`config.mk`:
```
export PLATFORM = sky130hd
export DESIGN_NAME = reset_seq
export DESIGN_NICKNAME = d
export VERILOG_FILES = /design/src/rtl/reset_seq.sv
export SDC_FILE = /design/constraint.sdc
export NUM_CORES = 1
export LEC_CHECK = 0
export BUFFER_PORTS_ARGS = -buffer_cell sky130_fd_sc_hd__buf_2
export CORE_MARGIN = 2
export CORE_UTILIZATION = 53
export CTS_BUF_LIST = sky130_fd_sc_hd__clkbuf_2 sky130_fd_sc_hd__clkbuf_4 sky130_fd_sc_hd__clkbuf_8
export CTS_CLUSTER_SIZE = 24
export DETAILED_ROUTE_END_ITERATION = 12
export PLACE_DENSITY = 0.85
export RECOVER_POWER = 50
export SYNTH_ARGS = -nofsm -noshare
export SYNTH_HDL_FRONTEND = slang
export SYNTH_SLANG_ARGS = --single-unit
```
`constraint.sdc`:
```
create_clock -name clk -period 1.8 [get_ports clk]
set_input_delay 0.18 -clock clk [delete_from_list [all_inputs] [get_ports clk]]
set_output_delay 0.18 -clock clk [all_outputs]
set_load 0.01 [all_outputs]
```
`src/rtl/reset_seq.sv`:
```
// Reset generator/sequencer: holds all resets, then releases them in index order with a stagger.
// Optional watchdog source enabled by defining RESET_SEQ_WDT_EN.
module reset_seq #(
  parameter int unsigned NumOutputs    = 3,
  parameter int unsigned HoldCycles    = 16,
  parameter int unsigned StaggerCycles = 4
) (
  input  logic                  clk,
  input  logic                  reset_n,
  input  logic                  sw_reset_req,
  output logic                  sw_reset_ack,
  input  logic                  wdt_expire,
  output logic [NumOutputs-1:0] reset_out,
  output logic                  busy,
  output logic [1:0]            reset_cause
);

  localparam int unsigned MaxCycles = (HoldCycles > StaggerCycles) ? HoldCycles : StaggerCycles;
  localparam int unsigned CntW      = $clog2(MaxCycles) + 1;
  localparam int unsigned IdxW      = (NumOutputs > 1) ? $clog2(NumOutputs) : 1;

  typedef enum logic [1:0] {HOLD, RELEASE, IDLE} state_t;

  state_t                state, state_n;
  logic [CntW-1:0]       cnt, cnt_n;
  logic [IdxW-1:0]       idx, idx_n;
  logic [NumOutputs-1:0] out_n;
  logic                  busy_n, ack_n;
  logic [1:0]            cause_n;
  // sw_taken: request consumed, blocks retrigger until req is seen low.
  // sw_seq: current sequence was started by a software request.
  logic                  sw_taken, sw_taken_n;
  logic                  sw_seq, sw_seq_n;
  logic                  sw_event, wdt_event;

`ifdef RESET_SEQ_WDT_EN
  assign wdt_event = wdt_expire;
`else
  logic unused_wdt;
  assign unused_wdt = wdt_expire;
  assign wdt_event  = 1'b0;
`endif

  assign sw_event = sw_reset_req && !sw_reset_ack && !sw_taken;

  always_ff @(posedge clk or negedge reset_n) begin
    if (!reset_n) begin
      state        <= HOLD;
      cnt          <= '0;
      idx          <= '0;
      reset_out    <= '1;
      busy         <= 1'b1;
      sw_reset_ack <= 1'b0;
      reset_cause  <= 2'b00;
      sw_taken     <= 1'b0;
      sw_seq       <= 1'b0;
    end else begin
      state        <= state_n;
      cnt          <= cnt_n;
      idx          <= idx_n;
      reset_out    <= out_n;
      busy         <= busy_n;
      sw_reset_ack <= ack_n;
      reset_cause  <= cause_n;
      sw_taken     <= sw_taken_n;
      sw_seq       <= sw_seq_n;
    end
  end

  always_comb begin
    state_n    = state;
    cnt_n      = cnt;
    idx_n      = idx;
    out_n      = reset_out;
    busy_n     = busy;
    ack_n      = sw_reset_ack;
    cause_n    = reset_cause;
    sw_taken_n = sw_taken;
    sw_seq_n   = sw_seq;

    if (!sw_reset_req) begin
      ack_n      = 1'b0;
      sw_taken_n = 1'b0;
    end

    if (sw_event || wdt_event) begin
      out_n    = '1;
      busy_n   = 1'b1;
      cnt_n    = '0;
      idx_n    = '0;
      state_n  = HOLD;
      cause_n  = wdt_event ? 2'b10 : 2'b01;
      sw_seq_n = sw_event;
      if (sw_event) sw_taken_n = 1'b1;
    end else begin
      case (state)
        HOLD: begin
          if (cnt == CntW'(HoldCycles - 1)) begin
            out_n[0] = 1'b0;
            cnt_n    = '0;
            if (NumOutputs == 1) begin
              state_n  = IDLE;
              busy_n   = 1'b0;
              sw_seq_n = 1'b0;
              if (sw_seq && sw_reset_req) ack_n = 1'b1;
            end else begin
              idx_n   = IdxW'(1);
              state_n = RELEASE;
            end
          end else begin
            cnt_n = cnt + CntW'(1);
          end
        end
        RELEASE: begin
          if (cnt == CntW'(StaggerCycles - 1)) begin
            out_n[idx] = 1'b0;
            cnt_n      = '0;
            if (idx == IdxW'(NumOutputs - 1)) begin
              state_n  = IDLE;
              busy_n   = 1'b0;
              sw_seq_n = 1'b0;
              if (sw_seq && sw_reset_req) ack_n = 1'b1;
            end else begin
              idx_n = idx + IdxW'(1);
            end
          end else begin
            cnt_n = cnt + CntW'(1);
          end
        end
        default: begin
          out_n  = '0;
          busy_n = 1'b0;
        end
      endcase
    end
  end

endmodule

```
After elaboration in Yosys (flattened, before gate mapping)
Index checks and enable logic that the tools add are counted.
W data, S select, Z words.
{"block": "op_classes", "addsub": 2, "magnitude_cmp": 2, "eq_ne": 10, "mux": 34, "n_bitwise": 2, "n_reduce_logical": 17}
{"operator": "$mux W1", "count": 15}
{"operator": "$mux W5", "count": 3}
{"operator": "$mux W2", "count": 7}
{"operator": "$ne A3 B3 Y1 const B", "count": 4}
{"operator": "$pmux W2 S2", "count": 3}
{"operator": "$pmux W5 S2", "count": 1}
{"operator": "$reduce_and A4 Y1", "count": 2}
{"operator": "$mux W3", "count": 2}
{"operator": "$reduce_and A3 Y1", "count": 2}
{"operator": "$reduce_bool A2 Y1", "count": 3}
{"operator": "$add A5 B1 Y5 const B", "count": 1}
{"operator": "$eq A5 B2 Y1 const B", "count": 1}
{"operator": "$eq A5 B4 Y1 const B", "count": 1}
{"operator": "$logic_and A1 B1 Y1", "count": 4}
{"operator": "$pmux W1 S2", "count": 2}
{"operator": "$reduce_and A2 Y1", "count": 2}
{"operator": "$and A3 B3 Y3", "count": 1}
{"operator": "$lt A2 B3 Y1 const B", "count": 1}
{"operator": "$not A3 Y3", "count": 1}
{"operator": "$reduce_bool A3 Y1", "count": 1}
{"operator": "$add A2 B1 Y2 const B", "count": 1}
{"operator": "$demux W1 S2", "count": 1}
{"operator": "$eq A2 B1 Y1 const B", "count": 1}
{"operator": "$eq A2 B2 Y1 const B", "count": 1}
{"operator": "5 further kinds", "count": 6}
{"block": "word_totals", "regBits": 17, "inputBits": 4, "output_inout_bits": 7}

Depth between registers and ports, before layout
Gate-level depths: netlist (run 1).
{"block": "depth", "ltp_word": 9, "mapped_depth": 8, "mapped_depth_nobuf": 8}

Least setup slack after synthesis (run 1)
Ideal clock, no wire load.
{"block": "synth_timing", "path_kind": "register to register", "startpoint": "register cnt[0]", "endpoint": "register idx[0]", "setup_time_ns": 0.094, "t_arrival_ns": 1.797, "t_required_ns": 1.706, "path_slack_ns": -0.091, "path_stages_with_launch": 9, "path_buffers": 0, "synth_period_minus_slack_ns": 1.891, "path_cell_list": "dfrtp_1 -> ha_1 -> nand3_1 -> inv_1 -> ha_1 -> nor2b_1 -> a2111oi_4 -> o2bb2ai_1 -> a211oi_1"}
{"block": "synth_between", "elab_chain_cells": 3, "elab_cells_between_ends": 5}
{"item": "from (decl)", "line": "25", "rtl": "logic [CntW-1:0] cnt, cnt_n;"}
{"item": "from (signal assigned)", "line": "59", "rtl": "cnt <= cnt_n;"}
{"item": "$eq A5 B2 Y1 / $eq A5 B4 Y1 (equally long branches)", "line": "115, 98"}
{"item": "$ne A3 B3 Y1 (no source line)"}
{"item": "$reduce_and A4 Y1 (no source line) (*)"}
{"item": "to (signal assigned)", "line": "60", "rtl": "idx <= idx_n;"}
{"item": "to (decl)", "line": "26", "rtl": "logic [IdxW-1:0] idx, idx_n;"}
Mark *: on every way between the ends. The rest lies on a longest branch, timed or not.
A chain may end at the register's enable or synchronous reset.

Final worst setup path (run 1)
{"block": "layout_timing", "startpoint": "register cnt[1]", "endpoint": "register cnt[4]"}
{"block": "layout_between", "elab_chain_cells": 4, "elab_cells_between_ends": 7}
{"item": "$add A5 B1 Y5, or another cell as far along", "line": "111, 127"}
{"item": "$mux W5, on equally long branches", "line": "115, 98"}
{"item": "$pmux W5 S2 (*)", "line": "96", "rtl": "case (state)"}
{"item": "$mux W5 (*)", "line": "86", "rtl": "if (sw_event || wdt_event) begin"}
Marked as above.

==> metrics.csv, run 1 <==
stage,metric,value,unit
finish,final_common_cell,dfrtp_1,
synthesis,avgSynthCellArea,10.3,um2
detailed_routing,drc,0,
worst_setup_path,cp_max_fo,7,
floorplan,dieHeight,45.9,um
cts,clock_latency,300,ps
detailed_routing,avgRoutedWirePerCell,14.3,um
cts,cts_tree,yes,
synthesis,synthFlopType,dfrtp_1,
synthesis,syn_area,930,um2
synthesis,ys_ff_latch,17,
synthesis,synth_cell_types,34,
power,p_per_area,836,mW/mm2
detailed_routing,dr.pass1.iters,4,
min_path,min_path_type,in2reg,
timing,tightest_slew,911,ps
placed_design,io_buffers,8,
timing,period_share,92.9,%
global_route,grt_max_degree,18,
power,total_power,910,uW
timing,tns,0,ps
flow_run,maxCapViolations,0,
floorplan,rows,15,
finish,seqCellArea,430,um2
timing,rsz0062_at_grt,false,
timing,layout_setup_ws,128,ps
placed_design,preCtsSetupSlack,-0.806,ps
detailed_routing,viasPerCell,5.62,
worst_setup_path,worstSetupPathType,reg2reg,
placed_design,placed_cells,116,
finish,layout_common_cells,"13 x dfrtp_1, 9 x nand2_1, 8 x inv_1, 8 x buf_4",
cts,cts_buffers,3,
timing,final_hold_viol_count,0,
timing,holdWs,138,ps
synthesis,synth_cells,90,
finish,drive_above_1_share,29.9,%
timing,setup_viol,0,
power,ir_drop,0.000573,V
cts,clockRootBuffer,clkbuf_4,
timing,clock.fmax,598,MHz
global_route,grt_pass1_vias,641,
synthesis,synth_enable_flop_cells,0,
worst_setup_path,crit_path_start_kind,flip-flop,
detailed_routing,postRouteAntennaNets,0,
finish,layout.nets,118,
finish,stdcell_count,124,
detailed_routing,drt_iter0_markers,12,
power,p_leak,0.000490,uW
floorplan,die_area,0.00210,mm2
worst_setup_path,cp.required,1960,ps
finish,num-fill-cells,143,
timing,slew_violations,0,
floorplan,ioPinCount,11,
finish,area_growth_syn_to_layout,17.1,%
detailed_routing,routed_wl,1780,um
finish,antenna_cells,0,
synthesis,async_flop_share,100,%
cts,cts.sinks,17,
global_route,grt.overflow.total,0,
placed_design,dp_hpwl,1240,um
synthesis,yosysWarningCount,0,
global_route,antenna_found_initial,0,
run_status,status,completed,
timing,period_needed,1670,ps
timing,clock_skew,3.65,ps
cts,clk_pin_slew_worst_paths,100,ps
floorplan,die_w,45.9,um
cts,cts_buffer_depth,2,
worst_setup_path,cp.arrival,1830,ps
synthesis,synth.yosys.seq_area_share,46.3,%
global_route,grt_usage,19.0,%
floorplan,initial_core_util,55.0,%
floorplan,fp.coreArea,0.00169,mm2
cts,ctsHtreeMaxLevel,1,
placed_design,place.gp.congestion,0.778,
worst_setup_path,ff2ff_setup_slack,130,ps
timing,relSlewSlack,39.3,%
worst_setup_path,critPathCaptureType,flip-flop,
finish,multiInputGateArea,473,um2
synthesis,syn-num-nets,100,
global_route,grt_pass1_wl,2760,um
detailed_routing,num_vias,697,
==> registers in the layout, summed over array words and instances, names as in the netlist <==
name	count
reset_out	3
sw_seq	1
state	2
sw_reset_ack	1
idx	2
busy	1
reset_cause	1
sw_taken	1
cnt	5
==> where the power goes <==
part           switching, uW  internal (uW)  leakage, uW  total, uW
combinational            111            127     0.000268        238
clock                    125           82.9    0.0000177        208
sequential              40.5            423     0.000204        464
==> Yosys cell counts (2+ instances only) <==
| library cell | n | area share, % |
|---|---|---|
| dfrtp_1 | 13 | 35 |
| nand2_1 | 9 | 3.6 |
| inv_1 | 8 | 3.2 |
| ha_1 | 6 | 8.1 |
| nor2b_1 | 6 | 4.0 |
| nor2_1 | 5 | 2.0 |
| dfstp_2 | 4 | 11 |
| nand3_1 | 4 | 2.2 |
| a211oi_1 | 3 | 2.4 |
| a21oi_1 | 3 | 1.6 |
| clkbuf_1 | 3 | 1.2 |
| a31oi_1 | 2 | 1.3 |
| nand2b_1 | 2 | 1.3 |
| nand4_1 | 2 | 1.3 |
==> worst max-delay path: stages (launching register included) <==
cell and delay [ps]:
dfrtp_1 370, ha_2 190, buf_4 120, nor4b_4 300, buf_4 220, nor2_1 60
a211oi_2 210, a211oi_1 70
==> metal layers <==
metal	GRT usage [%]	wire, um	up-vias
met3	2.38	38	5
met2	31.4	923	11
met5	0	0	-
met4	10.3	38	0
met1	23.7	775	331
li1	-	-	350
==> path summary, 6_finish.rpt <==
path / from / to / depth (start not counted)
max in group asynchronous: reset_n / state[1]$_DFFE_PN0P_ / 2
setup / recovery: cnt[1]$_DFFE_PN0N_ / cnt[4]$_DFFE_PN0N_ / 7
hold / removal: sw_reset_req / sw_reset_ack$_DFF_PN0_ / 2
hold reg to reg: reset_out[2]$_DFFE_PN1P_ / reset_out[2]$_DFFE_PN1P_ / 2
setup reg to reg: cnt[1]$_DFFE_PN0N_ / cnt[4]$_DFFE_PN0N_ / 7
min in group asynchronous: reset_n / cnt[2]$_DFFE_PN0N_ / 2
==> logic make-up after synthesis <==
family	count (synthesis)	share of synthesized area [%]
buffers and inverters	12	5.25
DFF	17	46.3
adders and majority gates	6	8.08
other	1	0.403
AOI/OAI and AO/OA	19	16.4
and+or+nand+nor	33	21.3
muxes	2	2.29
==> through the flow <==
stage / utilization [%] / cell area, um2
2_1_floorplan: - / 932
3_3_place_gp: 59.9 / 1010
3_5_place_dp: 59.9 / 1010
4_1_cts: 64.4 / 1090
5_1_grt: 64.4 / 1090
6_report: 64.4 / 1090
==> layout make-up <==
type                       count  area share (%)
multi-input combinational     61            43.4
sequential                    17            39.5
timing repair buffer          17            9.77
inverter                       8            2.76
clock buffer                   3            2.07
tap                           17            1.95
clock inverter                 1           0.460
==> timing repair <==
action / CTS / global route
buffers inserted: 3 / 0
gates resized for setup: 4 / 1
pin swaps: 4 / 1
hold buffers: 1 / 0
endpoints found under the hold margin: 13 / 0
setup endpoints to repair: 2 / 6
Note: power is estimated with default switching activity, not from simulation.
==> run 2: changes to the inputs <==
--- a/config.mk
+++ b/config.mk
@@ -13,6 +13,7 @@
 export DETAILED_ROUTE_END_ITERATION = 12
 export PLACE_DENSITY = 0.85
 export RECOVER_POWER = 50
+export REMOVE_ABC_BUFFERS = 1
 export SYNTH_ARGS = -nofsm -noshare
 export SYNTH_HDL_FRONTEND = slang
 export SYNTH_SLANG_ARGS = --single-unit
==> run 2 against run 1 <==
Against the previous run: the flow now finishes with violations (setup timing); maximum frequency fell by 11%; total power rose by 9.2%; clock-buffer cell count rose by 1; die area did not move; final cell count rose by 5.6%; global-route usage rose by 2.1 points; first-iteration DRC count fell by 33%; sequential share of layout area fell by 2.7 points; via count rose by 5.9%; core utilization rose by 4.7 points; critical path depth rose by 1; critical endpoint is now idx[0]$_DFFE_PN0P_.
==> metrics.csv, run 2 (same netlist as run 1, synthesis figures left out) <==
stage,metric,value,unit,change
detailed_routing,drt_iter0_markers,8,,-4
finish,layout_common_cells,"15 x buf_4, 13 x dfrtp_1, 9 x nand2_1",,
floorplan,die_w,45.9,um,unchanged
finish,area_growth_syn_to_layout,25.7,%,
floorplan,rows,15,,unchanged
floorplan,ioPinCount,11,,unchanged
timing,holdWs,151,ps,+13.1 ps
cts,cts_buffers,3,,unchanged
cts,cts.sinks,17,,unchanged
finish,antenna_cells,0,,unchanged
finish,drive_above_1_share,38.6,%,+8.7 points
worst_setup_path,cp_cell_sequence,ha_2 > buf_4 > buf_4 > nor4b_4 > a2111oi_4 > buf_4 > o21a_1 > a211oi_1,,
floorplan,die_area,0.00210,mm2,unchanged
global_route,grt_pass1_vias,691,,+7.8%
worst_setup_path,timing.rr.end,idx[0]$_DFFE_PN0P_,,
power,total_power,993,uW,+9.2%
worst_setup_path,cp_max_fo,3,,-4
global_route,grt_max_degree,18,,unchanged
worst_setup_path,worst_r2r_path_depth,8,,+1
worst_setup_path,cp_num_buf_inv,3,,+1
floorplan,dieHeight,45.9,um,unchanged
detailed_routing,dr.pass1.iters,4,,unchanged
placed_design,io_buffers,8,,unchanged
detailed_routing,num_vias,738,,+5.9%
detailed_routing,routed_wl,1980,um,+11%
finish,layout.nets,125,,+5.9%
run_status,violations,setup timing,,
cts,clock_latency,300,ps,about the same
worst_setup_path,critPathCaptureType,flip-flop,,
worst_setup_path,crit_top_cell,buf_4,,
timing,slew_violations,0,,unchanged
power,ir_drop,0.000546,V,-4.6%
min_path,hold_end,sw_taken$_DFFE_PN0P_,,
detailed_routing,avgRoutedWirePerCell,15.1,um,+5.5%
global_route,grt_pass1_wl,3060,um,+11%
timing,layout_setup_ws,-82.1,ps,-210 ps
worst_setup_path,cp.arrival,2040,ps,+210 ps
worst_setup_path,r2r-start,cnt[1]$_DFFE_PN0N_,,
global_route,antenna_found_initial,0,,unchanged
worst_setup_path,worstSetupPathType,reg2reg,,
min_path,min_path_type,in2reg,,
worst_setup_path,crit_path_start_kind,flip-flop,,
power,p_per_area,850,mW/mm2,+1.7%
worst_setup_path,cp_top_family,compound AO/OA/AOI/OAI gates,,
finish,stdcell_count,131,,+5.6%
power,p_leak,0.000533,uW,+8.9%
placed_design,place.gp.congestion,0.843,,+8.3%
worst_setup_path,critPathSlowestCell,a2111oi_4,,
detailed_routing,drc,0,,unchanged
cts,ctsHtreeMaxLevel,1,,unchanged
timing,relSlewSlack,38.7,%,-0.62 points
finish,largest_reg_flops,5,,unchanged
finish,largest-register,cnt,,
cts,clockRootBuffer,clkbuf_4,,
placed_design,dp_hpwl,1350,um,+9.2%
global_route,grt.overflow.total,0,,unchanged
timing,period_needed,1880,ps,+210 ps
timing,final_hold_viol_count,0,,unchanged
min_path,worstHoldStart,sw_reset_req,,
global_route,grt_usage,21.0,%,+2.1 points
run_status,status,"finished, violations left",,
finish,final_common_cell,buf_4,,
cts,cts_tree,yes,,
worst_setup_path,cp.required,1960,ps,about the same
finish,reg_top3,"cnt (5), reset_out (3)",,
timing,setup_viol,5,,+5
timing,tightest_slew,920,ps,+9.35 ps
worst_setup_path,slowest_delay,430,ps,+60 ps
cts,clk_pin_slew_worst_paths,100,ps,about the same
worst_setup_path,ff2ff_setup_slack,-80,ps,-210 ps
timing,clock_skew,2.09,ps,-1.56 ps
placed_design,placed_cells,121,,+4.3%
timing,period_share,105,%,+12 points
detailed_routing,postRouteAntennaNets,0,,unchanged
timing,clock.fmax,531,MHz,-11%
placed_design,preCtsSetupSlack,-90.3,ps,-89.4 ps
detailed_routing,viasPerCell,5.63,,+0.22%
min_path,worstHoldPathCells,2,,unchanged
floorplan,fp.coreArea,0.00169,mm2,unchanged
flow_run,maxCapViolations,0,,unchanged
floorplan,initial_core_util,55.0,%,unchanged
cts,cts_buffer_depth,2,,unchanged
timing,rsz0062_at_grt,true,,
run 2: metal layers:
| layer | up-vias | global-route usage (%) | routed length [um] |
|---|---|---|---|
| li1 | 363 | - | - |
| met1 | 355 | 25.9 | 823 |
| met2 | 15 | 33.3 | 1050 |
| met3 | 5 | 5.95 | 78 |
| met4 | 0 | 10.3 | 29 |
| met5 | - | 0 | 0 |
run 2: timing repair:
item / CTS / global route
gates resized for setup: 2 / 9
setup buffers: 1 / 4
endpoints found under the setup margin: 5 / 5
hold buffers: 1 / 0
endpoints found under the hold margin: 13 / 0
pin swaps: 2 / 8
run 2: layout make-up:
cell class	instances	area [um2]
multi-input cells	61	495
inverters	8	30.0
clock buffers	4	30.0
well taps	17	21.3
repair buffers	24	161
flip-flops and latches	17	430
fillers	127	520
run 2: stage by stage:
stage               TNS [ps]  instance area [um2]  util (%)
floorplan               -102                  911         -
CTS                        0                 1100      65.1
finish                  -221                 1170      69.2
global route            -725                 1170      69.2
detailed placement      -283                 1050      62.0
global placement       -21.7                 1050      62.0
run 2: worst max path at each step:
stage	start	end	slack, ps	depth (start not counted)
after floorplan	cnt[0]$_DFFE_PN0N_	idx[0]$_DFFE_PN0P_	-100	8
after global placement	cnt[0]$_DFFE_PN0N_	idx[0]$_DFFE_PN0P_	-10	8
after detailed placement	cnt[0]$_DFFE_PN0N_	idx[0]$_DFFE_PN0P_	-90	8
after CTS	cnt[0]$_DFFE_PN0N_	cnt[3]$_DFFE_PN0N_	10	9
after global routing	cnt[1]$_DFFE_PN0N_	idx[0]$_DFFE_PN0P_	-160	8
final	cnt[1]$_DFFE_PN0N_	idx[0]$_DFFE_PN0P_	-80	8
run 2: where the power goes:
part           total (uW)  internal, uW  switching [uW]
combinational         314           169             145
sequential            456           424            32.2
clock                 223           102             121
